File: src/rtl/seven_seg_scan_driver.sv
// Multiplexed hex seven-segment scan driver with dead-time between digit slots,
// frame-synchronous value updates, per-digit blanking and leading-zero blanking.
module seven_seg_scan_driver #(
    parameter int unsigned NUM_DIGITS     = 2,
    parameter int unsigned REFRESH_CYCLES = 25000,
    parameter int unsigned DEAD_CYCLES    = 250,
    parameter bit          ACTIVE_LOW     = 1'b1
) (
    input  logic                    i_Clk,
    input  logic                    i_Rst_L,
    input  logic [4*NUM_DIGITS-1:0] i_Value,
    input  logic                    i_Load,
    input  logic [NUM_DIGITS-1:0]   i_Blank_Mask,
    input  logic                    i_LZ_Blank,
    output logic [6:0]              o_Segments,
    output logic [NUM_DIGITS-1:0]   o_Digit_En,
    output logic                    o_Pending,
    output logic                    o_Frame_Done
);

    localparam int unsigned IW   = (NUM_DIGITS > 1) ? $clog2(NUM_DIGITS) : 1;
    localparam int unsigned MAXC = (REFRESH_CYCLES > DEAD_CYCLES) ? REFRESH_CYCLES : DEAD_CYCLES;
    localparam int unsigned CW   = $clog2(MAXC);

    localparam logic [CW-1:0] DEAD_LAST    = CW'(DEAD_CYCLES - 1);
    localparam logic [CW-1:0] REFRESH_LAST = CW'(REFRESH_CYCLES - 1);
    localparam logic [IW-1:0] IDX_LAST     = IW'(NUM_DIGITS - 1);

    typedef enum logic {S_DEAD, S_ON} state_t;

    state_t                  state_q, state_d;
    logic [IW-1:0]           idx_q, idx_d;
    logic [CW-1:0]           cnt_q, cnt_d;
    logic [4*NUM_DIGITS-1:0] disp_q, disp_d;
    logic [4*NUM_DIGITS-1:0] shadow_q, shadow_d;
    logic                    pending_q, pending_d;
    logic                    frame_done_q, frame_done_d;
    logic [6:0]              seg_q, seg_d;
    logic [NUM_DIGITS-1:0]   en_q, en_d;
    logic                    boundary;

    function automatic logic [6:0] decode(input logic [3:0] nib);
        case (nib)
            4'h0: decode = 7'h7E;
            4'h1: decode = 7'h30;
            4'h2: decode = 7'h6D;
            4'h3: decode = 7'h79;
            4'h4: decode = 7'h33;
            4'h5: decode = 7'h5B;
            4'h6: decode = 7'h5F;
            4'h7: decode = 7'h70;
            4'h8: decode = 7'h7F;
            4'h9: decode = 7'h7B;
            4'hA: decode = 7'h77;
            4'hB: decode = 7'h1F;
            4'hC: decode = 7'h4E;
            4'hD: decode = 7'h3D;
            4'hE: decode = 7'h4F;
            default: decode = 7'h47;
        endcase
    endfunction

    always_ff @(posedge i_Clk) begin
        if (!i_Rst_L) begin
            state_q      <= S_DEAD;
            idx_q        <= '0;
            cnt_q        <= '0;
            disp_q       <= '0;
            shadow_q     <= '0;
            pending_q    <= 1'b0;
            frame_done_q <= 1'b0;
            seg_q        <= {7{ACTIVE_LOW}};
            en_q         <= {NUM_DIGITS{ACTIVE_LOW}};
        end else begin
            state_q      <= state_d;
            idx_q        <= idx_d;
            cnt_q        <= cnt_d;
            disp_q       <= disp_d;
            shadow_q     <= shadow_d;
            pending_q    <= pending_d;
            frame_done_q <= frame_done_d;
            seg_q        <= seg_d;
            en_q         <= en_d;
        end
    end

    always_comb begin
        state_d  = state_q;
        idx_d    = idx_q;
        cnt_d    = cnt_q + CW'(1);
        boundary = 1'b0;
        case (state_q)
            S_DEAD: begin
                if (cnt_q == DEAD_LAST) begin
                    state_d = S_ON;
                    cnt_d   = '0;
                end
            end
            default: begin
                if (cnt_q == REFRESH_LAST) begin
                    state_d = S_DEAD;
                    cnt_d   = '0;
                    if (idx_q == IDX_LAST) begin
                        idx_d    = '0;
                        boundary = 1'b1;
                    end else begin
                        idx_d = idx_q + IW'(1);
                    end
                end
            end
        endcase

        // A load on the boundary edge still applies the old shadow; the new value stays pending.
        shadow_d     = shadow_q;
        pending_d    = pending_q;
        disp_d       = disp_q;
        frame_done_d = boundary;
        if (boundary && pending_q) begin
            disp_d    = shadow_q;
            pending_d = 1'b0;
        end
        if (i_Load) begin
            shadow_d  = i_Value;
            pending_d = 1'b1;
        end
    end

    logic [NUM_DIGITS-1:0] lz_vec;
    logic                  all_zero;
    logic [3:0]            nib;
    logic                  dark;
    logic [6:0]            seg_act;
    logic [NUM_DIGITS-1:0] en_act;

    // Outputs are computed from the next state so they register on the same edge as state/idx.
    always_comb begin
        lz_vec   = '0;
        all_zero = 1'b1;
        nib      = '0;
        dark     = 1'b0;
        seg_act  = '0;
        en_act   = '0;
        for (int unsigned k = 0; k < NUM_DIGITS; k++) begin
            all_zero = 1'b1;
            for (int unsigned m = k; m < NUM_DIGITS; m++) begin
                all_zero = all_zero & (disp_d[4*m +: 4] == 4'h0);
            end
            lz_vec[k] = (k != 0) && all_zero;
        end
        for (int unsigned k = 0; k < NUM_DIGITS; k++) begin
            if (idx_d == IW'(k)) begin
                nib       = disp_d[4*k +: 4];
                dark      = i_Blank_Mask[k] | (i_LZ_Blank & lz_vec[k]);
                en_act[k] = 1'b1;
            end
        end
        if (state_d == S_ON && !dark) begin
            seg_act = decode(nib);
        end else begin
            en_act = '0;
        end
        seg_d = seg_act ^ {7{ACTIVE_LOW}};
        en_d  = en_act ^ {NUM_DIGITS{ACTIVE_LOW}};
    end

    assign o_Segments   = seg_q;
    assign o_Digit_En   = en_q;
    assign o_Pending    = pending_q;
    assign o_Frame_Done = frame_done_q;

endmodule

File: config.mk
export PLATFORM = sky130hd
export DESIGN_NAME = seven_seg_scan_driver
export DESIGN_NICKNAME = d
export VERILOG_FILES = /design/src/rtl/seven_seg_scan_driver.sv
export SDC_FILE = /design/constraint.sdc
export NUM_CORES = 1
export LEC_CHECK = 0
export BUFFER_PORTS_ARGS = -buffer_cell sky130_fd_sc_hd__buf_2
export CAP_MARGIN = 40
export CORE_MARGIN = 2
export CORE_UTILIZATION = 57
export CTS_CLUSTER_DIAMETER = 120
export DETAILED_ROUTE_END_ITERATION = 8
export GPL_TIMING_DRIVEN = 0
export MAX_ROUTING_LAYER = met4
export PLACE_DENSITY = 0.78
export REMOVE_ABC_BUFFERS = 1
export SETUP_SLACK_MARGIN = 0.02
export SYNTH_ARGS = -nofsm -noshare
export SYNTH_HDL_FRONTEND = slang
export SYNTH_SLANG_ARGS = --single-unit
export TNS_END_PERCENT = 30
File: constraint.sdc
create_clock -name i_Clk -period 4.3 [get_ports i_Clk]
set_input_delay 0 -clock i_Clk [delete_from_list [all_inputs] [get_ports i_Clk]]
set_output_delay 0 -clock i_Clk [all_outputs]
set_load 0.05 [all_outputs]
==> results of run 1 <==
## cell families after synthesis
logic type	count (synthesis)	share of synthesized area [%]
flip-flops	44	43.27
multiplexers	29	15.24
AND/OR/NAND/NOR	89	21.94
AO/OA/AOI/OAI	11	4.978
buffers and inverters	15	3.443
adder cells (fa/ha/maj)	9	5.532
XOR/XNOR	13	5.593
## sequential cells by signal, summed over array words and instances, names as in the netlist
signal / count
cnt_q: 15
disp_q: 8
shadow_q: 8
o_Segments: 7
o_Digit_En: 2
idx_q: 1
o_Frame_Done: 1
o_Pending: 1
state_q: 1
## where the power goes
part	leakage (uW)	switching, uW	internal [uW]
sequential	0.000357	6.62	415
clock	0.0000281	122	60.4
combinational	0.000635	20.4	19.0
total	0.00102	149	494
## worst min-delay path, cell delays in order
cell	delay (ns)
sky130_fd_sc_hd__buf_2	0.19
sky130_fd_sc_hd__a21oi_1	0.14
sky130_fd_sc_hd__nor2_1	0.05
## final cells by class
type                       count  area [um^2]
multi-input combinational    151         1089
fill                         271         1080
sequential                    44        880.8
timing repair buffer          33        210.2
tap                           46        57.56
clock buffer                   6        41.29
inverter                       7        26.28
clock inverter                 1        5.005
## routing by layer
| metal | vias to the layer above | global-route usage (%) | routed length, um |
|---|---|---|---|
| met5 | - | - | 0 |
| met4 | 0 | 7.337 | 62 |
| met3 | 6 | 5.986 | 149 |
| met2 | 34 | 31.32 | 1602 |
| met1 | 702 | 27.16 | 1833 |
| li1 | 782 | - | - |
## stage by stage
stage	utilization (%)	power [uW]	setup WS [ns]	instance area [um^2]
2_1_floorplan	-	449.7	0.9091	1992
3_3_place_gp	64.01	463.0	0.3827	2170
3_5_place_dp	64.01	464.0	0.3395	2170
4_1_cts	68.03	651.4	0.2901	2306
5_1_grt	68.14	673.7	0.1360	2310
6_report	68.14	643.7	0.4327	2310
## placed cells by master (no fill, tap or decap), types with 2 or more instances in the layout
master / Yosys / final
sky130_fd_sc_hd__xnor2_1: 7 / 7
sky130_fd_sc_hd__xor2_1: 6 / 6
sky130_fd_sc_hd__nand3_1: 10 / 10
sky130_fd_sc_hd__mux2i_2: 1 / 2
sky130_fd_sc_hd__nand4_1: 5 / 5
sky130_fd_sc_hd__o211ai_1: 2 / 2
sky130_fd_sc_hd__nand2_1: 9 / 9
sky130_fd_sc_hd__and3_1: 2 / 2
sky130_fd_sc_hd__inv_1: 7 / 7
sky130_fd_sc_hd__dfxtp_1: 44 / 44
sky130_fd_sc_hd__mux2_2: 3 / 3
sky130_fd_sc_hd__buf_2: 2 / 24
sky130_fd_sc_hd__mux2i_1: 24 / 23
sky130_fd_sc_hd__dlygate4sd3_1: 0 / 9
sky130_fd_sc_hd__o221ai_1: 3 / 3
sky130_fd_sc_hd__nor2_1: 49 / 49
sky130_fd_sc_hd__clkbuf_4: 0 / 5
sky130_fd_sc_hd__ha_1: 9 / 9
## repair_timing
item                                    CTS  global route
hold buffers                              9             0
gates resized for setup                   0             1
endpoints found under the setup margin    0             1
endpoints found under the hold margin     9             0
## path summary, 6_finish.rpt
path | from | endpoint | slack, ns | cells after the start
setup / recovery | cnt_q[10]$_SDFF_PN0_ | o_Segments[3]$_SDFF_PN1_ | 0.43 | 10
hold / removal | i_Load | o_Pending$_SDFFE_PN0P_ | 0.08 | 3
hold reg to reg | cnt_q[0]$_SDFF_PN0_ | cnt_q[0]$_SDFF_PN0_ | 0.48 | 1
setup reg to reg | cnt_q[10]$_SDFF_PN0_ | o_Segments[3]$_SDFF_PN1_ | 0.43 | 10
==> run_summary.xml, run 1 <==
<?xml version="1.0" encoding="UTF-8"?>
<metrics>
  <group name="run_status">
    <metric name="run_status" unit="">complete, no violations</metric>
  </group>
  <group name="setup_path">
    <metric name="startpoint_type" unit="">flip-flop</metric>
    <metric name="critical_path.top_delay_family" unit="">simple AND/OR/NAND/NOR gates</metric>
    <metric name="path_cells" unit="">or4_4, nor4_2, ha_1, nand3_1, mux2i_1, mux2i_2, inv_1, ha_1, a2111oi_2, o221ai_1</metric>
    <metric name="worst-setup-path-type" unit="">reg -&gt; reg</metric>
    <metric name="buffering_stage_count_on_the_worst_path_with_inverters_included" unit="">1</metric>
    <metric name="end_kind" unit="">flip-flop</metric>
    <metric name="timing.critical_path.mode_cell" unit="">sky130_fd_sc_hd__ha_1</metric>
    <metric name="worstPathArrival" unit="ns">4.07</metric>
    <metric name="critical-path-slowest-cell" unit="">sky130_fd_sc_hd__or4_4</metric>
    <metric name="crit_fanout" unit="">9</metric>
    <metric name="slowest_delay" unit="ns">0.56</metric>
    <metric name="required_time_at_the_worst_slack_endpoint" unit="ns">4.50</metric>
  </group>
  <group name="cts">
    <metric name="ctsHtreeMaxLevel" unit="">2</metric>
    <metric name="worst_setup_hold_path_clk_slew" unit="ns">0.12</metric>
    <metric name="tritoncts" unit="">built</metric>
    <metric name="post_cts_buffers" unit="">0</metric>
    <metric name="root_cell_of_the_clock_tree" unit="">sky130_fd_sc_hd__clkbuf_4</metric>
    <metric name="clock_path_buffers" unit="">2</metric>
    <metric name="cts.sink_count" unit="">44</metric>
    <metric name="insertion_delay" unit="ns">0.35</metric>
    <metric name="cts_made_buffers" unit="">5</metric>
  </group>
  <group name="yosys">
    <metric name="netlist_top_cells_area" unit="">sky130_fd_sc_hd__dfxtp_1, sky130_fd_sc_hd__mux2i_1, sky130_fd_sc_hd__nor2_1, sky130_fd_sc_hd__ha_1, sky130_fd_sc_hd__xnor2_1</metric>
    <metric name="synth-edff-count" unit="">0</metric>
    <metric name="async_reset_ff_share" unit="%">0</metric>
    <metric name="syn_avg_cell_area" unit="um^2">9.694</metric>
    <metric name="synth-warning-count" unit="">0</metric>
    <metric name="synth-seq-area-share" unit="%">43.27</metric>
    <metric name="synth.most_common_cell" unit="">sky130_fd_sc_hd__nor2_1</metric>
    <metric name="synth_top_cell_area_share" unit="%">43.27</metric>
    <metric name="ys_types" unit="">41</metric>
    <metric name="netlist_top_cells_count" unit="">sky130_fd_sc_hd__nor2_1, sky130_fd_sc_hd__dfxtp_1, sky130_fd_sc_hd__mux2i_1, sky130_fd_sc_hd__nand3_1</metric>
    <metric name="syn-cell-area" unit="mm^2">0.002036</metric>
    <metric name="synth_flop_cell" unit="">sky130_fd_sc_hd__dfxtp_1</metric>
    <metric name="synth_top_cell_by_area" unit="">sky130_fd_sc_hd__dfxtp_1</metric>
    <metric name="yosys_register_bits" unit="">44</metric>
    <metric name="post_synth_inst_count" unit="">210</metric>
  </group>
  <group name="flow_run">
    <metric name="drv.max_cap_violation_count" unit="">0</metric>
  </group>
  <group name="timing">
    <metric name="final_period_minus_worst_setup_slack" unit="ns">3.867</metric>
    <metric name="finalHoldViolations" unit="">0</metric>
    <metric name="slew-limit-headroom" unit="%">53.39</metric>
    <metric name="fmax" unit="GHz">0.2586</metric>
    <metric name="worst_pin_slew" unit="ns">0.6984</metric>
    <metric name="finalHoldWorstSlack" unit="ns">0.07715</metric>
    <metric name="grt_setup_unrepaired" unit="">no</metric>
    <metric name="timing.clock.skew" unit="ns">0.01439</metric>
    <metric name="finalMaxSlewViolations" unit="">0</metric>
    <metric name="setup_viol_count_final" unit="">0</metric>
    <metric name="post-route-period-util" unit="%">89.94</metric>
    <metric name="fin_tns_setup" unit="ns">0</metric>
  </group>
  <group name="die">
    <metric name="dieWidth" unit="um">63.76</metric>
    <metric name="top_level_ports" unit="">25</metric>
    <metric name="initial_core_util" unit="%">60.06</metric>
    <metric name="die_y" unit="um">63.76</metric>
    <metric name="core-area" unit="mm^2">0.003390</metric>
    <metric name="floorplan.rows" unit="">21</metric>
    <metric name="fp.dieArea" unit="mm^2">0.004065</metric>
  </group>
  <group name="drt">
    <metric name="wirelength" unit="um">3648</metric>
    <metric name="postRouteAntennaNets" unit="">0</metric>
    <metric name="vias_per_cell" unit="">5.292</metric>
    <metric name="dr.first_iter.drc_count" unit="">59</metric>
    <metric name="first_pass_iters" unit="">4</metric>
    <metric name="route.vias.total" unit="">1524</metric>
    <metric name="remaining_drc_errors" unit="">0</metric>
    <metric name="wl_per_cell" unit="um">12.67</metric>
  </group>
  <group name="global_route">
    <metric name="global_route.overflow_total" unit="">0</metric>
    <metric name="global_route.usage.total" unit="%">20.91</metric>
    <metric name="via_count_of_the_first_global_routing_pass" unit="">1442</metric>
    <metric name="grt_antenna_before_repair" unit="">0</metric>
    <metric name="grt_first_pass_wirelength" unit="um">6486</metric>
    <metric name="grt_start_max_net_pins" unit="">24</metric>
  </group>
  <group name="layout">
    <metric name="layout-drive-gt1-share" unit="%">18.18</metric>
    <metric name="design.final.nets" unit="">265</metric>
    <metric name="antenna_cells_inserted" unit="">0</metric>
    <metric name="layout-area-overhead-vs-synth" unit="%">13.46</metric>
    <metric name="finalNonFillerCells" unit="">288</metric>
  </group>
  <group name="pwr">
    <metric name="max_ir_drop_vdd" unit="V">0.0002180</metric>
    <metric name="cellLeakagePower" unit="uW">0.001020</metric>
    <metric name="pwr_density_cell" unit="mW/mm^2">278.7</metric>
  </group>
  <group name="placed_design">
    <metric name="final_weighted_congestion_in_routability_driven_placement" unit="">0.8516</metric>
    <metric name="detailedPlacementHpwl" unit="um">2553</metric>
    <metric name="port_buffers" unit="">24</metric>
    <metric name="dp_cells" unit="">272</metric>
  </group>
  <group name="hold_path">
    <metric name="worstHoldPathType" unit="">in -&gt; reg</metric>
  </group>
</metrics>
No activity file was read; power rests on OpenSTA's default activity.
==> run 2: changes to the inputs <==
ABC_AREA = 1   (was default)
CORE_UTILIZATION = 60   (was 57)
CTS_BUF_LIST = sky130_fd_sc_hd__clkbuf_4 sky130_fd_sc_hd__clkbuf_8   (was default)
PLACE_DENSITY = 0.82   (was 0.78)
==> run 2 against run 1 <==
Against the previous run:
- cell area up 8.8%
- fmax is 35% higher
- routed wire length increased by 16%
- via count up 26%
- register-to-register slack improved by 1.0 ns
- clock-buffer cell count is the same
- critical path depth up 7
- first-iteration DRC count rose by 56%
- critical path type unchanged
- highest routed layer unchanged
==> run_summary.xml, run 2 <==
<?xml version="1.0" encoding="UTF-8"?>
<metrics>
  <group name="die">
    <metric name="fp.dieArea" unit="mm^2">0.004057</metric>
    <metric name="core-area" unit="mm^2">0.003390</metric>
    <metric name="initial_core_util" unit="%">63.09</metric>
    <metric name="top_level_ports" unit="">25</metric>
    <metric name="floorplan.rows" unit="">21</metric>
    <metric name="dieWidth" unit="um">63.70</metric>
    <metric name="die_y" unit="um">63.70</metric>
  </group>
  <group name="setup_path">
    <metric name="crit_fanout" unit="">8</metric>
    <metric name="critical-path-slowest-cell" unit="">sky130_fd_sc_hd__dfxtp_1</metric>
    <metric name="critical_path.top_delay_family" unit="">simple AND/OR/NAND/NOR gates</metric>
    <metric name="buffering_stage_count_on_the_worst_path_with_inverters_included" unit="">2</metric>
    <metric name="slowest_delay" unit="ns">0.42</metric>
    <metric name="cp-startpoint" unit="">cnt_q[0]$_SDFF_PN0_</metric>
    <metric name="end_kind" unit="">flip-flop</metric>
    <metric name="timing.critical_path.mode_cell" unit="">sky130_fd_sc_hd__nand2_1</metric>
    <metric name="startpoint_type" unit="">flip-flop</metric>
    <metric name="worst-setup-path-type" unit="">reg -&gt; reg</metric>
    <metric name="path_cells" unit="">ha_1, nand2_1, nor2_1, nand2_1, inv_1, ha_1, nand2_2, nor2_4, nand2_1, nand3_1, nand2_1, inv_1, ha_1, nand3_1, a21oi_1, nor2_1, nand2_1</metric>
    <metric name="ff_to_ff_end" unit="">o_Segments[3]$_SDFF_PN1_</metric>
    <metric name="worst_r2r_startpoint" unit="">cnt_q[0]$_SDFF_PN0_</metric>
    <metric name="worstPathArrival" unit="ns">3.16</metric>
    <metric name="timing.reg2reg.worst_path_depth" unit="">17</metric>
    <metric name="required_time_at_the_worst_slack_endpoint" unit="ns">4.60</metric>
    <metric name="critical_path_depth" unit="">17</metric>
    <metric name="rrSetupSlack" unit="ns">1.43</metric>
  </group>
  <group name="timing">
    <metric name="grt_setup_unrepaired" unit="">no</metric>
    <metric name="final_period_minus_worst_setup_slack" unit="ns">2.867</metric>
    <metric name="fin_tns_setup" unit="ns">0</metric>
    <metric name="post-route-period-util" unit="%">66.68</metric>
    <metric name="finalMaxSlewViolations" unit="">0</metric>
    <metric name="timing.clock.skew" unit="ns">0.01319</metric>
    <metric name="setup_viol_count_final" unit="">0</metric>
    <metric name="slew-limit-headroom" unit="%">45.21</metric>
    <metric name="finalHoldViolations" unit="">0</metric>
    <metric name="finalHoldWorstSlack" unit="ns">0.01488</metric>
    <metric name="worst_pin_slew" unit="ns">0.8183</metric>
    <metric name="fmax" unit="GHz">0.3488</metric>
  </group>
  <group name="layout">
    <metric name="design.final.nets" unit="">352</metric>
    <metric name="largest_register_ffs" unit="">15</metric>
    <metric name="antenna_cells_inserted" unit="">0</metric>
    <metric name="finalNonFillerCells" unit="">376</metric>
    <metric name="max_flop_register" unit="">cnt_q</metric>
    <metric name="post-route-util" unit="%">74.12</metric>
    <metric name="layout-drive-gt1-share" unit="%">15.76</metric>
    <metric name="most_common_cell_after_layout_fill_and_taps_aside" unit="">sky130_fd_sc_hd__nand2_1</metric>
    <metric name="most-common-layout-cells" unit="">sky130_fd_sc_hd__nand2_1, sky130_fd_sc_hd__nor2_1, sky130_fd_sc_hd__dfxtp_1</metric>
    <metric name="layout-area-overhead-vs-synth" unit="%">17.50</metric>
    <metric name="largestRegisters" unit="">cnt_q (15), disp_q (8), shadow_q (8)</metric>
  </group>
  <group name="cts">
    <metric name="root_cell_of_the_clock_tree" unit="">sky130_fd_sc_hd__clkbuf_4</metric>
    <metric name="clock_path_buffers" unit="">2</metric>
    <metric name="cts.sink_count" unit="">44</metric>
    <metric name="insertion_delay" unit="ns">0.35</metric>
    <metric name="post_cts_buffers" unit="">0</metric>
    <metric name="post_cts_hold_buffer_count" unit="">15</metric>
    <metric name="tritoncts" unit="">built</metric>
    <metric name="worst_setup_hold_path_clk_slew" unit="ns">0.13</metric>
    <metric name="ctsHtreeMaxLevel" unit="">2</metric>
    <metric name="cts_made_buffers" unit="">5</metric>
    <metric name="postCtsResizedCells" unit="">0</metric>
  </group>
  <group name="global_route">
    <metric name="global_route.usage.total" unit="%">23.89</metric>
    <metric name="grt_start_max_net_pins" unit="">17</metric>
    <metric name="grt_first_pass_wirelength" unit="um">7527</metric>
    <metric name="global_route.overflow_total" unit="">0</metric>
    <metric name="via_count_of_the_first_global_routing_pass" unit="">1791</metric>
    <metric name="grt_antenna_before_repair" unit="">0</metric>
  </group>
  <group name="drt">
    <metric name="wl_per_cell" unit="um">11.25</metric>
    <metric name="postRouteAntennaNets" unit="">0</metric>
    <metric name="wirelength" unit="um">4230</metric>
    <metric name="remaining_drc_errors" unit="">0</metric>
    <metric name="vias_per_cell" unit="">5.114</metric>
    <metric name="first_pass_iters" unit="">4</metric>
    <metric name="route.vias.total" unit="">1923</metric>
    <metric name="dr.first_iter.drc_count" unit="">92</metric>
  </group>
  <group name="yosys">
    <metric name="syn_avg_cell_area" unit="um^2">7.399</metric>
    <metric name="post_synth_inst_count" unit="">289</metric>
    <metric name="async_reset_ff_share" unit="%">0</metric>
    <metric name="syn-cell-area" unit="mm^2">0.002138</metric>
    <metric name="synth.most_common_cell" unit="">sky130_fd_sc_hd__nand2_1</metric>
    <metric name="synth_flop_cell" unit="">sky130_fd_sc_hd__dfxtp_1</metric>
    <metric name="synth-edff-count" unit="">0</metric>
    <metric name="synth-seq-area-share" unit="%">41.19</metric>
    <metric name="synth_top_cell_by_area" unit="">sky130_fd_sc_hd__dfxtp_1</metric>
    <metric name="synth-warning-count" unit="">0</metric>
    <metric name="ys_types" unit="">31</metric>
    <metric name="synth_top_cell_area_share" unit="%">41.19</metric>
    <metric name="yosys_register_bits" unit="">44</metric>
    <metric name="netlist_top_cells_area" unit="">sky130_fd_sc_hd__dfxtp_1, sky130_fd_sc_hd__nand2_1, sky130_fd_sc_hd__nor2_1, sky130_fd_sc_hd__nand3_1, sky130_fd_sc_hd__ha_1</metric>
    <metric name="netlist_top_cells_count" unit="">sky130_fd_sc_hd__nand2_1, sky130_fd_sc_hd__nor2_1, sky130_fd_sc_hd__dfxtp_1, sky130_fd_sc_hd__nand3_1, sky130_fd_sc_hd__inv_1</metric>
  </group>
  <group name="placed_design">
    <metric name="dp_cells" unit="">353</metric>
    <metric name="detailedPlacementHpwl" unit="um">2902</metric>
    <metric name="port_buffers" unit="">24</metric>
    <metric name="final_weighted_congestion_in_routability_driven_placement" unit="">0.8611</metric>
  </group>
  <group name="hold_path">
    <metric name="worst_hold_path.num_cells" unit="">3</metric>
    <metric name="worstHoldPathType" unit="">in -&gt; reg</metric>
    <metric name="timing.hold.worst_endpoint" unit="">shadow_q[2]$_SDFFE_PN0P_</metric>
    <metric name="start_point_of_the_worst_min_delay_path" unit="">i_Rst_L</metric>
  </group>
  <group name="pwr">
    <metric name="max_ir_drop_vdd" unit="V">0.0002090</metric>
    <metric name="cellLeakagePower" unit="uW">0.001089</metric>
    <metric name="pwr_density_cell" unit="mW/mm^2">288.2</metric>
  </group>
  <group name="flow_run">
    <metric name="drv.max_cap_violation_count" unit="">0</metric>
  </group>
  <group name="run_status">
    <metric name="run_status" unit="">complete, no violations</metric>
  </group>
</metrics>
==> run 2: worst max-delay path by stage <==
| stage | slack [ns] | endpoint |
|---|---|---|
| after floorplan | 1.88 | o_Segments[6]$_SDFF_PN1_ |
| after global placement | 1.56 | o_Segments[6]$_SDFF_PN1_ |
| after detailed placement | 1.48 | o_Segments[6]$_SDFF_PN1_ |
| after CTS | 1.43 | o_Segments[6]$_SDFF_PN1_ |
| after global routing | 1.08 | o_Segments[6]$_SDFF_PN1_ |
| final | 1.43 | o_Segments[3]$_SDFF_PN1_ |
==> run 2: cells by family (layout without fill, tap and decap cells) <==
group                      after synthesis  after routing  synth area share, %
buffers and inverters                   34             75                6.612
adders and majority gates                9              9                5.266
DFF                                     44             44                41.19
AOI/OAI and AO/OA                       28             28                7.432
and+or+nand+nor                        167            167                36.63
xor gates and xnor gates                 7              7                2.867
==> run 2: per-layer routing <==
metal / GRT usage (%) / routed length [um] / vias up
met1: 28.09 / 1986 / 854
li1: - / - / 1009
met5: - / 0 / -
met4: 6.522 / 34 / 0
met2: 41.32 / 1981 / 56
met3: 5.000 / 227 / 4
==> run 2: power by group <==
part / switching (uW) / leakage, uW / internal (uW) / total (uW)
clock: 128 / 0.0000456 / 128 / 256
sequential: 6.66 / 0.000358 / 416 / 422
combinational: 23.6 / 0.000685 / 21.8 / 45.5
==> run 2: layout make-up <==
cell class | count | area (um^2)
clock buffers | 6 | 45.04
clock inverters | 2 | 35.03
fillers | 265 | 877.1
inverters | 28 | 107.6
multi-input cells | 211 | 1116
flip-flops and latches | 44 | 880.8
well taps | 46 | 57.56
repair buffers | 39 | 270.3
==> run 2: stage by stage <==
stage | total power [uW] | setup WS (ns) | cell area [um^2]
2_1_floorplan | 450.1 | 1.880 | 2105
3_3_place_gp | 462.4 | 1.558 | 2282
3_5_place_dp | 463.5 | 1.481 | 2282
4_1_cts | 724.8 | 1.431 | 2512
5_1_grt | 754.8 | 1.084 | 2512
6_report | 724.1 | 1.433 | 2512
==> run 2: worst min-delay path, delay by kind of cell <==
kind	cells	cell delay, ns
buffers and inverters	1	0.18
AOI/OAI and AO/OA	2	0.14
==> run 3: changes to the inputs <==
clock period = 3 ns   (was 4.3 ns; I/O delays follow)
==> run 3 against run 2 <==
Against the previous run:
- fmax rose by 7.0%
- cell count did not move
- global-route usage did not move
- sequential power rose by 43%
- clock power rose by 43%
- clock skew fell by 0.0021 ns
- register-to-register slack got worse by 1.1 ns
- die area did not move
- core utilization rose by 0.30 points
- non-clock buffer count did not move
- via count barely moved
- critical path type unchanged
- critical endpoint unchanged
==> run_summary.xml, run 3 (same netlist as run 2, synthesis figures left out) <==
<?xml version="1.0" encoding="UTF-8"?>
<metrics>
  <group name="run_status">
    <metric name="run_status" unit="">complete, no violations</metric>
  </group>
  <group name="drt">
    <metric name="vias_per_cell" unit="">5.112</metric>
    <metric name="postRouteAntennaNets" unit="">0</metric>
    <metric name="route.vias.total" unit="">1922</metric>
    <metric name="first_pass_iters" unit="">4</metric>
    <metric name="remaining_drc_errors" unit="">0</metric>
    <metric name="wirelength" unit="um">4233</metric>
    <metric name="dr.first_iter.drc_count" unit="">111</metric>
    <metric name="wl_per_cell" unit="um">11.26</metric>
  </group>
  <group name="cts">
    <metric name="tritoncts" unit="">built</metric>
    <metric name="cts.sink_count" unit="">44</metric>
    <metric name="cts_made_buffers" unit="">5</metric>
    <metric name="ctsHtreeMaxLevel" unit="">2</metric>
    <metric name="clock_path_buffers" unit="">2</metric>
    <metric name="worst_setup_hold_path_clk_slew" unit="ns">0.13</metric>
    <metric name="root_cell_of_the_clock_tree" unit="">sky130_fd_sc_hd__clkbuf_4</metric>
    <metric name="insertion_delay" unit="ns">0.35</metric>
  </group>
  <group name="timing">
    <metric name="finalMaxSlewViolations" unit="">0</metric>
    <metric name="worst_pin_slew" unit="ns">0.8188</metric>
    <metric name="slew-limit-headroom" unit="%">45.17</metric>
    <metric name="finalHoldWorstSlack" unit="ns">0.01364</metric>
    <metric name="final_period_minus_worst_setup_slack" unit="ns">2.679</metric>
    <metric name="timing.clock.skew" unit="ns">0.01114</metric>
    <metric name="fmax" unit="GHz">0.3733</metric>
    <metric name="setup_viol_count_final" unit="">0</metric>
    <metric name="finalHoldViolations" unit="">0</metric>
    <metric name="grt_setup_unrepaired" unit="">no</metric>
    <metric name="fin_tns_setup" unit="ns">0</metric>
    <metric name="post-route-period-util" unit="%">89.29</metric>
  </group>
  <group name="layout">
    <metric name="post-route-util" unit="%">74.42</metric>
    <metric name="most-common-layout-cells" unit="">sky130_fd_sc_hd__nand2_1, sky130_fd_sc_hd__nor2_1, sky130_fd_sc_hd__dfxtp_1</metric>
    <metric name="largest_register_ffs" unit="">15</metric>
    <metric name="fillCellCount" unit="">259</metric>
    <metric name="layout-area-overhead-vs-synth" unit="%">17.96</metric>
    <metric name="layout-drive-gt1-share" unit="%">16.36</metric>
    <metric name="antenna_cells_inserted" unit="">0</metric>
    <metric name="design.final.nets" unit="">352</metric>
    <metric name="most_common_cell_after_layout_fill_and_taps_aside" unit="">sky130_fd_sc_hd__nand2_1</metric>
    <metric name="final_area" unit="mm^2">0.002522</metric>
    <metric name="max_flop_register" unit="">cnt_q</metric>
    <metric name="largestRegisters" unit="">cnt_q (15), disp_q (8), shadow_q (8)</metric>
  </group>
  <group name="setup_path">
    <metric name="startpoint_type" unit="">flip-flop</metric>
    <metric name="crit_fanout" unit="">6</metric>
    <metric name="ff_to_ff_end" unit="">o_Segments[3]$_SDFF_PN1_</metric>
    <metric name="slowest_delay" unit="ns">0.42</metric>
    <metric name="worstPathArrival" unit="ns">2.98</metric>
    <metric name="cp-startpoint" unit="">cnt_q[0]$_SDFF_PN0_</metric>
    <metric name="worst-setup-path-type" unit="">reg -&gt; reg</metric>
    <metric name="buffering_stage_count_on_the_worst_path_with_inverters_included" unit="">2</metric>
    <metric name="critical-path-slowest-cell" unit="">sky130_fd_sc_hd__dfxtp_1</metric>
    <metric name="rrSetupSlack" unit="ns">0.32</metric>
    <metric name="critical_path_depth" unit="">17</metric>
    <metric name="path_cells" unit="">ha_1, nand2_1, nor2_1, nand2_1, inv_1, ha_2, nand2_2, nor2_4, nand2_1, nand3_1, nand2_2, inv_1, ha_1, nand3_1, a21oi_1, nor2_1, nand2_1</metric>
    <metric name="worst_setup_path_endpoint" unit="">o_Segments[3]$_SDFF_PN1_</metric>
    <metric name="critical_path.top_delay_family" unit="">simple AND/OR/NAND/NOR gates</metric>
    <metric name="timing.critical_path.mode_cell" unit="">sky130_fd_sc_hd__nand2_1</metric>
    <metric name="timing.reg2reg.worst_path_depth" unit="">17</metric>
    <metric name="worst_r2r_startpoint" unit="">cnt_q[0]$_SDFF_PN0_</metric>
    <metric name="end_kind" unit="">flip-flop</metric>
    <metric name="required_time_at_the_worst_slack_endpoint" unit="ns">3.30</metric>
  </group>
  <group name="global_route">
    <metric name="grt_antenna_before_repair" unit="">0</metric>
    <metric name="grt_first_pass_wirelength" unit="um">7527</metric>
    <metric name="global_route.overflow_total" unit="">0</metric>
    <metric name="grt_util_met2" unit="%">41.32</metric>
    <metric name="global_route.usage.total" unit="%">23.89</metric>
    <metric name="via_count_of_the_first_global_routing_pass" unit="">1791</metric>
    <metric name="global_route.usage.met1" unit="%">28.09</metric>
    <metric name="grt_start_max_net_pins" unit="">17</metric>
    <metric name="busiest_layer" unit="">met2</metric>
    <metric name="global_route.usage.met3" unit="%">5.000</metric>
  </group>
  <group name="pwr">
    <metric name="cellLeakagePower" unit="uW">0.001087</metric>
    <metric name="power" unit="uW">1036</metric>
    <metric name="max_ir_drop_vdd" unit="V">0.0002939</metric>
    <metric name="pwr_density_cell" unit="mW/mm^2">410.5</metric>
  </group>
  <group name="die">
    <metric name="top_level_ports" unit="">25</metric>
    <metric name="initial_core_util" unit="%">63.09</metric>
    <metric name="floorplan.rows" unit="">21</metric>
    <metric name="dieWidth" unit="um">63.70</metric>
    <metric name="die_y" unit="um">63.70</metric>
    <metric name="fp.dieArea" unit="mm^2">0.004057</metric>
    <metric name="core-area" unit="mm^2">0.003390</metric>
  </group>
  <group name="placed_design">
    <metric name="final_weighted_congestion_in_routability_driven_placement" unit="">0.8611</metric>
    <metric name="detailedPlacementHpwl" unit="um">2902</metric>
    <metric name="post_dp_cell_area" unit="mm^2">0.002282</metric>
    <metric name="port_buffers" unit="">24</metric>
  </group>
  <group name="flow_run">
    <metric name="drv.max_cap_violation_count" unit="">0</metric>
  </group>
  <group name="hold_path">
    <metric name="worstHoldPathType" unit="">in -&gt; reg</metric>
  </group>
</metrics>
-- run 3: metal layers --
| metal | vias to the layer above | wire, um |
|---|---|---|
| met5 | - | 0 |
| met4 | 0 | 55 |
| met3 | 6 | 197 |
| met2 | 47 | 2014 |
| met1 | 861 | 1967 |
| li1 | 1008 | - |
-- run 3: layout make-up --
cell class	count	area, um^2	area share, %
clock buffer	6	45.04	1.786
clock inverter	2	35.03	1.389
inverter	28	107.6	4.266
multi-input combinational	211	1126	44.64
sequential	44	880.8	34.92
tap	46	57.56	2.282
timing repair buffer	39	270.3	10.71
-- run 3: how the worst min path moves through the flow --
stage                          from                       end  cells after the start
floorplan           i_Blank_Mask[0]  o_Digit_En[0]$_SDFF_PN1_                      2
global placement    i_Blank_Mask[0]  o_Digit_En[0]$_SDFF_PN1_                      3
detailed placement  i_Blank_Mask[0]  o_Digit_En[0]$_SDFF_PN1_                      3
CTS                         i_Rst_L  shadow_q[6]$_SDFFE_PN0P_                      3
global route                i_Rst_L  shadow_q[2]$_SDFFE_PN0P_                      3
finish                      i_Rst_L  shadow_q[2]$_SDFFE_PN0P_                      3
-- run 3: what timing repair did --
action                                 4_1_cts  5_1_grt
resized for setup                            0        3
endpoints found under the hold margin        9        0
setup endpoints to repair                    0        7
setup buffers                                0        0
hold buffers                                15        0
-- run 3: power breakdown --
group / internal, uW / switching [uW] / leakage [uW]
combinational: 31.3 / 33.8 / 0.000684
clock: 184 / 181 / 0.0000456
sequential: 596 / 9.42 / 0.000358
-- run 3: worst reg2reg max path, cell delays in order, from the launching register on --
cell and delay, ns:
sky130_fd_sc_hd__dfxtp_1 0.42, sky130_fd_sc_hd__ha_1 0.19, sky130_fd_sc_hd__nand2_1 0.11, sky130_fd_sc_hd__nor2_1 0.12
sky130_fd_sc_hd__nand2_1 0.09, sky130_fd_sc_hd__inv_1 0.07, sky130_fd_sc_hd__ha_2 0.27, sky130_fd_sc_hd__nand2_2 0.11
sky130_fd_sc_hd__nor2_4 0.19, sky130_fd_sc_hd__nand2_1 0.09, sky130_fd_sc_hd__nand3_1 0.10, sky130_fd_sc_hd__nand2_2 0.10
sky130_fd_sc_hd__inv_1 0.13, sky130_fd_sc_hd__ha_1 0.21, sky130_fd_sc_hd__nand3_1 0.13, sky130_fd_sc_hd__a21oi_1 0.18
sky130_fd_sc_hd__nor2_1 0.07, sky130_fd_sc_hd__nand2_1 0.05
-- run 3: through the flow --
step	std cells	setup WS, ns
floorplan	283	0.5799
global placement	353	0.2580
detailed placement	353	0.1808
CTS	376	0.1311
global route	376	0.008569
finish	376	0.3215
